===== src/rtl/system_sysid_pkg.sv =====
// Shared constants for the system-ID slave: register map, CONTROL bit positions,
// data width and a byte-lane merge helper.
package system_sysid_pkg;

  localparam int unsigned DATA_W = 32;

  localparam logic [5:0] ADDR_ID        = 6'd0;
  localparam logic [5:0] ADDR_TIMESTAMP = 6'd1;
  localparam logic [5:0] ADDR_UPTIME_LO = 6'd2;
  localparam logic [5:0] ADDR_UPTIME_HI = 6'd3;
  localparam logic [5:0] ADDR_SECONDS   = 6'd4;
  localparam logic [5:0] ADDR_CONTROL   = 6'd5;
  localparam logic [5:0] ADDR_SCRATCH0  = 6'd6;

  localparam int unsigned CTRL_CLEAR  = 0;
  localparam int unsigned CTRL_FREEZE = 1;

  function automatic logic [DATA_W-1:0] apply_be(input logic [DATA_W-1:0] old_val,
                                                 input logic [DATA_W-1:0] new_val,
                                                 input logic [3:0]        be);
    logic [DATA_W-1:0] res;
    res = old_val;
    for (int b = 0; b < 4; b++) begin
      if (be[b]) begin
        res[8*b +: 8] = new_val[8*b +: 8];
      end else begin
        res[8*b +: 8] = old_val[8*b +: 8];
      end
    end
    return res;
  endfunction

endpackage


===== src/rtl/system_sysid_ext_read_pipe.sv =====
// LATENCY-deep data/valid shift register for the read return path. Each stage only
// captures data behind a valid beat, so the output holds its last value when idle.
module system_sysid_read_pipe #(
  parameter int unsigned LATENCY = 1,
  parameter int unsigned DW      = 32
) (
  input  logic          clk,
  input  logic          rst_n,
  input  logic          in_valid,
  input  logic [DW-1:0] in_data,
  output logic          out_valid,
  output logic [DW-1:0] out_data
);

  logic [LATENCY-1:0] valid_q;
  logic [LATENCY-1:0] valid_d;
  logic [DW-1:0]      data_q [LATENCY];
  logic [DW-1:0]      data_d [LATENCY];

  for (genvar g = 0; g < LATENCY; g++) begin : g_stage
    if (g == 0) begin : g_head
      assign valid_d[g] = in_valid;
      assign data_d[g]  = in_valid ? in_data : data_q[g];
    end else begin : g_tail
      assign valid_d[g] = valid_q[g-1];
      assign data_d[g]  = valid_q[g-1] ? data_q[g-1] : data_q[g];
    end
  end

  // Stage registers; reset flushes any reads still in flight.
  always_ff @(posedge clk or negedge rst_n) begin
    if (!rst_n) begin
      valid_q <= '0;
      for (int i = 0; i < LATENCY; i++) begin
        data_q[i] <= '0;
      end
    end else begin
      valid_q <= valid_d;
      for (int i = 0; i < LATENCY; i++) begin
        data_q[i] <= data_d[i];
      end
    end
  end

  assign out_valid = valid_q[LATENCY-1];
  assign out_data  = data_q[LATENCY-1];

endmodule


===== src/rtl/system_sysid_ext.sv =====
// Avalon-MM system-ID slave: ID/build timestamp, 64-bit uptime with HI-word snapshot,
// seconds counter, CONTROL (CLEAR/FREEZE) and byte-writable scratch registers.
module system_sysid_ext
  import system_sysid_pkg::*;
#(
  parameter logic [31:0] ID_VALUE     = 32'hA5A5_0001,
  parameter logic [31:0] TIMESTAMP    = 32'd0,
  parameter int unsigned ADDR_W       = 3,
  parameter int unsigned NUM_SCRATCH  = 2,
  parameter int unsigned READ_LATENCY = 1,
  parameter int unsigned CLK_FREQ_HZ  = 50_000_000
) (
  input  logic              clock,
  input  logic              reset_n,
  input  logic [ADDR_W-1:0] address,
  input  logic              read,
  input  logic              write,
  input  logic [31:0]       writedata,
  input  logic [3:0]        byteenable,
  output logic [DATA_W-1:0] readdata,
  output logic              readdatavalid
);

  localparam logic [31:0] PRESC_TC = 32'(CLK_FREQ_HZ - 1);

  logic [5:0]        addr_s;
  logic              ctrl_wr_s;
  logic              clear_s;
  logic [DATA_W-1:0] rdata_s;

  logic [63:0] uptime_q,  uptime_d;
  logic [31:0] shadow_q,  shadow_d;
  logic [31:0] presc_q,   presc_d;
  logic [31:0] seconds_q, seconds_d;
  logic        freeze_q,  freeze_d;
  logic [31:0] scratch_q [NUM_SCRATCH];
  logic [31:0] scratch_d [NUM_SCRATCH];

  assign addr_s = 6'(address);

  // CONTROL write decode; only byte lane 0 carries CLEAR/FREEZE.
  always_comb begin
    ctrl_wr_s = write && (addr_s == ADDR_CONTROL) && byteenable[0];
    clear_s   = ctrl_wr_s && writedata[CTRL_CLEAR];
  end

  // Read mux samples the current (pre-update) register values.
  always_comb begin
    rdata_s = '0;
    case (addr_s)
      ADDR_ID:        rdata_s = ID_VALUE;
      ADDR_TIMESTAMP: rdata_s = TIMESTAMP;
      ADDR_UPTIME_LO: rdata_s = uptime_q[31:0];
      ADDR_UPTIME_HI: rdata_s = shadow_q;
      ADDR_SECONDS:   rdata_s = seconds_q;
      ADDR_CONTROL:   rdata_s = {30'd0, freeze_q, 1'b0};
      default: begin
        for (int i = 0; i < NUM_SCRATCH; i++) begin
          if (addr_s == (ADDR_SCRATCH0 + 6'(i))) begin
            rdata_s = scratch_q[i];
          end else begin
            rdata_s = rdata_s;
          end
        end
      end
    endcase
  end

  // Counter, snapshot, control and scratch next-state; CLEAR overrides FREEZE.
  always_comb begin
    uptime_d  = uptime_q;
    shadow_d  = shadow_q;
    presc_d   = presc_q;
    seconds_d = seconds_q;
    freeze_d  = freeze_q;
    for (int i = 0; i < NUM_SCRATCH; i++) begin
      scratch_d[i] = scratch_q[i];
    end

    if (read && (addr_s == ADDR_UPTIME_LO)) begin
      shadow_d = uptime_q[63:32];
    end else begin
      shadow_d = shadow_q;
    end

    if (clear_s) begin
      uptime_d  = 64'd0;
      presc_d   = 32'd0;
      seconds_d = 32'd0;
      shadow_d  = 32'd0;
    end else if (!freeze_q) begin
      uptime_d = uptime_q + 64'd1;
      if (presc_q == PRESC_TC) begin
        presc_d   = 32'd0;
        seconds_d = seconds_q + 32'd1;
      end else begin
        presc_d   = presc_q + 32'd1;
      end
    end else begin
      uptime_d = uptime_q;
    end

    if (ctrl_wr_s) begin
      freeze_d = writedata[CTRL_FREEZE];
    end else begin
      freeze_d = freeze_q;
    end

    for (int i = 0; i < NUM_SCRATCH; i++) begin
      if (write && (addr_s == (ADDR_SCRATCH0 + 6'(i)))) begin
        scratch_d[i] = apply_be(scratch_q[i], writedata, byteenable);
      end else begin
        scratch_d[i] = scratch_q[i];
      end
    end
  end

  // Register state.
  always_ff @(posedge clock or negedge reset_n) begin
    if (!reset_n) begin
      uptime_q  <= 64'd0;
      shadow_q  <= 32'd0;
      presc_q   <= 32'd0;
      seconds_q <= 32'd0;
      freeze_q  <= 1'b0;
      for (int i = 0; i < NUM_SCRATCH; i++) begin
        scratch_q[i] <= 32'd0;
      end
    end else begin
      uptime_q  <= uptime_d;
      shadow_q  <= shadow_d;
      presc_q   <= presc_d;
      seconds_q <= seconds_d;
      freeze_q  <= freeze_d;
      for (int i = 0; i < NUM_SCRATCH; i++) begin
        scratch_q[i] <= scratch_d[i];
      end
    end
  end

  system_sysid_read_pipe #(
    .LATENCY (READ_LATENCY),
    .DW      (DATA_W)
  ) u_read_pipe (
    .clk       (clock),
    .rst_n     (reset_n),
    .in_valid  (read),
    .in_data   (rdata_s),
    .out_valid (readdatavalid),
    .out_data  (readdata)
  );

endmodule


===== config.mk =====
export PLATFORM = sky130hd
export DESIGN_NAME = system_sysid_ext
export DESIGN_NICKNAME = d
export VERILOG_FILES = /design/src/rtl/system_sysid_pkg.sv /design/src/rtl/system_sysid_ext_read_pipe.sv /design/src/rtl/system_sysid_ext.sv
export SDC_FILE = /design/constraint.sdc
export NUM_CORES = 1
export LEC_CHECK = 0
export BUFFER_PORTS_ARGS = -buffer_cell sky130_fd_sc_hd__buf_2
export CAP_MARGIN = 20
export CORE_MARGIN = 3
export CORE_UTILIZATION = 50
export DETAILED_ROUTE_END_ITERATION = 8
export PLACE_DENSITY = 0.7
export SYNTH_ARGS = -nofsm -noshare
export SYNTH_HDL_FRONTEND = slang
export SYNTH_HIERARCHICAL = 1
export SYNTH_SLANG_ARGS = --single-unit

===== constraint.sdc =====
create_clock -name clock -period 3 [get_ports clock]
set_clock_uncertainty 0.05 [all_clocks]
set_input_delay 0.3 -clock clock [delete_from_list [all_inputs] [get_ports clock]]
set_output_delay 0.3 -clock clock [all_outputs]
set_load 0.1 [all_outputs]

# After elaboration in Yosys (flattened, before gate mapping)
# Cells that the tools add are included.
dict set report classes {
  n_eq_ne 9
  n_reduce_logical 18
  muxes 13
  add_sub_neg 3
}
# operator n
set ops {}
lappend ops {{$mux W32} 10}
lappend ops {{$pmux W32 S6} 1}
lappend ops {{$mux W64} 2}
lappend ops {{$add A32 B1 Y32 const B} 2}
lappend ops {{$add A64 B1 Y64 const B} 1}
lappend ops {{$eq A32 B26 Y1 const B} 1}
lappend ops {{$reduce_and A2 Y1} 9}
lappend ops {{$eq A3 B3 Y1 const B} 4}
lappend ops {{$eq A3 B2 Y1 const B} 2}
lappend ops {{$logic_and A1 B1 Y1} 6}
lappend ops {{$logic_not A6 Y1} 1}
lappend ops {{$reduce_bool A2 Y1} 2}
lappend ops {{$eq A3 B1 Y1 const B} 1}
lappend ops {{$ne A2 B2 Y1 const B} 1}
dict set report totals {
  in_bits 43
  ff_bits 258
  word_cells 58
}

# Longest topological paths before layout
dict set report depth {
  word_depth 6
  ltp_mapped 8
}

# Hierarchy
# The synthesis kept the hierarchy.
# module n_inst seq_area_each_um2 area_each_um2 cells_per_inst
set by_module_without_submodules {}
lappend by_module_without_submodules {system_sysid_ext 1 5630.4 12240.5 1281}
lappend by_module_without_submodules {system_sysid_read_pipe 1 825.8 1370.1 69}

# Worst setup path before layout
# No wires, ideal clock.
dict set report synth_path {
  path_kind {reg2reg}
  from {register uptime_q[18]}
  to {register uptime_q[42]}
  setup_ps 78
  path_slack_ps 669
  arrival_time_ps 2203
  path_buffers 3
  stages_incl_launch_ff 9
  cell_sequence {dfrtp_1 clkbuf_1 nand2_2 or4_1 buf_2 or2_4 buf_6 or4_1 a21oi_1}
}
dict set report synth_between {
  elab_chain_len 3
}
# element line_no
set synth_lines {}
lappend synth_lines {{start: declaration} system_sysid_ext.sv:31} ;# logic [63:0] uptime_q, uptime_d;
lappend synth_lines {{start signal: assignment} system_sysid_ext.sv:130} ;# uptime_q <= uptime_d;
lappend synth_lines {{$add A64 B1 Y64} system_sysid_ext.sv:92} ;# uptime_d = uptime_q + 64'd1;
lappend synth_lines {{$mux W64} system_sysid_ext.sv:91} ;# end else if (!freeze_q) begin
lappend synth_lines {{$mux W64} system_sysid_ext.sv:86} ;# if (clear_s) begin
# Every way passes these cells. The select of a mux whose other input is x is not followed.
# A chain may end at the register's enable or synchronous reset.

# Worst setup path in the final report
dict set report layout_path {
  from {register uptime_q[23]}
  to {register uptime_q[54]}
}
# Same word-level chain as after synthesis.

==> results_dict.tcl <==
set metrics [dict create \
    layout_common_cells "dfrtp_1, nand2_1, a21oi_1" \
    fmax_mhz 371 \
    powerDensity_nw_per_um2 664 \
    cts_tree "yes" \
    endpoint_kind "register" \
    worst-path-buf-inv 0 \
    io_pins 76 \
    drtIter0Drc 954 \
    grt_pass1_vias 10900 \
    path_cells "nand4_1 > or4_1 > nor4_2 > a31o_2 > a21oi_1" \
    layout.nets 1481 \
    gr-usage-met3 0.0501 \
    netSwitchingFraction 0.312 \
    start_util 0.515 \
    worstSetupPathType "reg -> reg" \
    min_path_type "in -> reg" \
    worstPathRequired_ns 3.35 \
    crit_path_max_fanout 8 \
    report.final.slew_viol_count 0 \
    synth-seq-cells 258 \
    p_seq_frac 0.436 \
    finalPower_uw 10400 \
    top_usage_layer "met2" \
    p_int_uw 7170 \
    io_buffers 75 \
    holdPathEnd "scratch_q[32]$_DFFE_PN0P_" \
    cts_root_buf "clkbuf_16" \
    clkSinkCount 258 \
    p_sw_uw 3260 \
    firstDrtPassIters 5 \
    mostFrequentLayoutCell "dfrtp_1" \
    synth_area_um2 13600 \
    crit_family "simple AND/OR/NAND/NOR gates" \
    min_from "writedata[0]" \
    reg2reg_slack_ns 0.30 \
    area_growth_pct 15.4 \
    dpl_cell_area_um2 14400 \
    rsz0062_at_grt "false" \
    synth_top_flop_cell "dfrtp_1" \
    finalHoldViolCount 0 \
    synth_nets 1396 \
    clkPwrFrac 0.368 \
    htreeDepth 1 \
    hpwl_um 26000 \
    vdd_ir_drop_max_uv 462 \
    grt_use_met2 0.400 \
    status "finished, final reports clean" \
    ant_nets 0 \
    routed_via_density 6.33 \
    grt_pass1_wl_um 59900 \
    antenna_cells 0 \
    grt_max_degree 88 \
    r2r-start "uptime_q[23]$_DFFE_PN0P_" \
    tightest_slew_ns 0.886 \
    setup_viol 0 \
    num_rows 59 \
    dieArea_um2 29200 \
    synth-edff-count 0 \
    worst_r2r_path_depth 5 \
    p_comb_frac 0.196 \
    track_usage 0.255 \
    startpoint_type "register" \
    whs_ns 0.101 \
    drive_gt1_frac 0.198 \
    synth_largest_area_cell "dfrtp_1" \
    hold_depth 2 \
    r2r_end "uptime_q[54]$_DFFE_PN0P_" \
    cpMaxStageDelayCell "nor4_2" \
    die_w_um 171 \
    routed_wl_um 37500 \
    post-route-period-util 0.899 \
    syn_avg_cell_area_um2 10.1 \
    tns_ns 0 \
    finalWeightedCongestion 0.902 \
    clk-insertion-delay-late_ns 0.54 \
    met1_usage 0.371 \
    total_leakage_power_uw 0.00661 \
    overflow 0 \
    cts-buffers-inserted 28 \
    yosysSeqAreaShare 0.474 \
    die_y_um 171 \
    wl_per_cell_um 20.9 \
    ys_types 56 \
    clock_path_buffers 3 \
    cap_violations 0 \
    ys_warn_count 6 \
    syn_inst 1350 \
    slew_headroom 0.405 \
    async_flop_share 1.00 \
    slowest_delay_ns 0.82 \
    cts_resized 0 \
    clk_pin_slew_ns 0.06 \
    yosysTopAreaCellShare 0.474 \
    synth_area_leaders "dfrtp_1, mux2_2, a21oi_1, nand2_1, mux2_4" \
    arrival_ns 3.05 \
    via_count 11300 \
    design_area_um2 15700 \
    antenna_found_initial 2 \
    finalCriticalPeriod_ns 2.70 \
    drc 0 \
    core_area_um2 26400 \
]
[power groups by stage]
stage	sequential, uW	clock (uW)	combinational [uW]
floorplan	4850	0	1100
global placement	4560	0	1950
detailed placement	4580	0	2000
CTS	4530	3890	2040
global route	4610	4020	2210
finish	4550	3840	2040
[worst max-delay path by stage]
stage / from / endpoint / slack, ns / depth (start not counted)
floorplan: uptime_q[18]$_DFFE_PN0P_ / uptime_q[42]$_DFFE_PN0P_ / 0.67 / 8
global placement: uptime_q[23]$_DFFE_PN0P_ / uptime_q[48]$_DFFE_PN0P_ / 0.45 / 5
detailed placement: uptime_q[23]$_DFFE_PN0P_ / uptime_q[54]$_DFFE_PN0P_ / 0.38 / 5
CTS: uptime_q[23]$_DFFE_PN0P_ / uptime_q[54]$_DFFE_PN0P_ / 0.35 / 5
global route: seconds_q[6]$_DFFE_PN0P_ / seconds_q[27]$_DFFE_PN0P_ / 0.20 / 5
finish: uptime_q[23]$_DFFE_PN0P_ / uptime_q[54]$_DFFE_PN0P_ / 0.30 / 5
[logic make-up after synthesis]
family                   share of synthesized area
flip-flops                                   0.474
XOR/XNOR                                    0.0341
adder cells (fa/ha/maj)                    0.00276
multiplexers                                 0.133
AND/OR/NAND/NOR                              0.208
buffers and inverters                       0.0351
AO/OA/AOI/OAI                                0.113
[synth_stat cells, types with 13 or more instances]
cell type	count
o31ai_1	34
nor2_1	72
dfrtp_1	258
inv_1	25
and4_1	18
or3_1	26
and3_1	17
nor3_1	19
o21ai_0	27
nand4_1	58
mux2_4	30
a221oi_1	30
or4_1	40
nor4_1	27
clkbuf_1	68
mux2i_1	35
mux2_2	90
a21oi_1	124
nor2b_1	13
nand3_1	54
nand2_1	136
xor2_1	28
xnor2_1	25
[state kept, by name, indices dropped and copies added (netlist names)]
name / flops
freeze_q: 1
presc_q: 32
scratch_q: 64
seconds_q: 32
shadow_q: 32
u_read_pipe/out_data: 32
u_read_pipe/out_valid: 1
uptime_q: 64
[through the flow]
| step | std cells | util | setup slack (ns) |
|---|---|---|---|
| finish | 1792 | 0.594 | 0.302 |
| global placement | 1708 | 0.543 | 0.453 |
| floorplan | 1350 | - | 0.669 |
| global route | 1792 | 0.594 | 0.205 |
| detailed placement | 1708 | 0.543 | 0.376 |
| CTS | 1792 | 0.594 | 0.354 |
[metal layers]
layer / vias to the layer above / wire length (um)
li1: 5196 / -
met5: - / 34
met3: 59 / 3050
met2: 415 / 17100
met4: 4 / 592
met1: 5661 / 16800
[layout make-up]
| type | instances | area, um^2 |
|---|---|---|
| Clock buffer | 39 | 813 |
| Clock inverter | 13 | 224 |
| Fill cell | 2208 | 10700 |
| Inverter | 25 | 93.8 |
| Multi-Input combinational cell | 982 | 6690 |
| Sequential cell | 258 | 6460 |
| Tap cell | 335 | 419 |
| Timing Repair Buffer | 140 | 1020 |
[repair_timing]
action                    CTS  global route
setup buffers               0             0
hold endpoints to repair  145             0
hold buffers               32             0
Note: power is estimated with default switching activity, not from simulation.
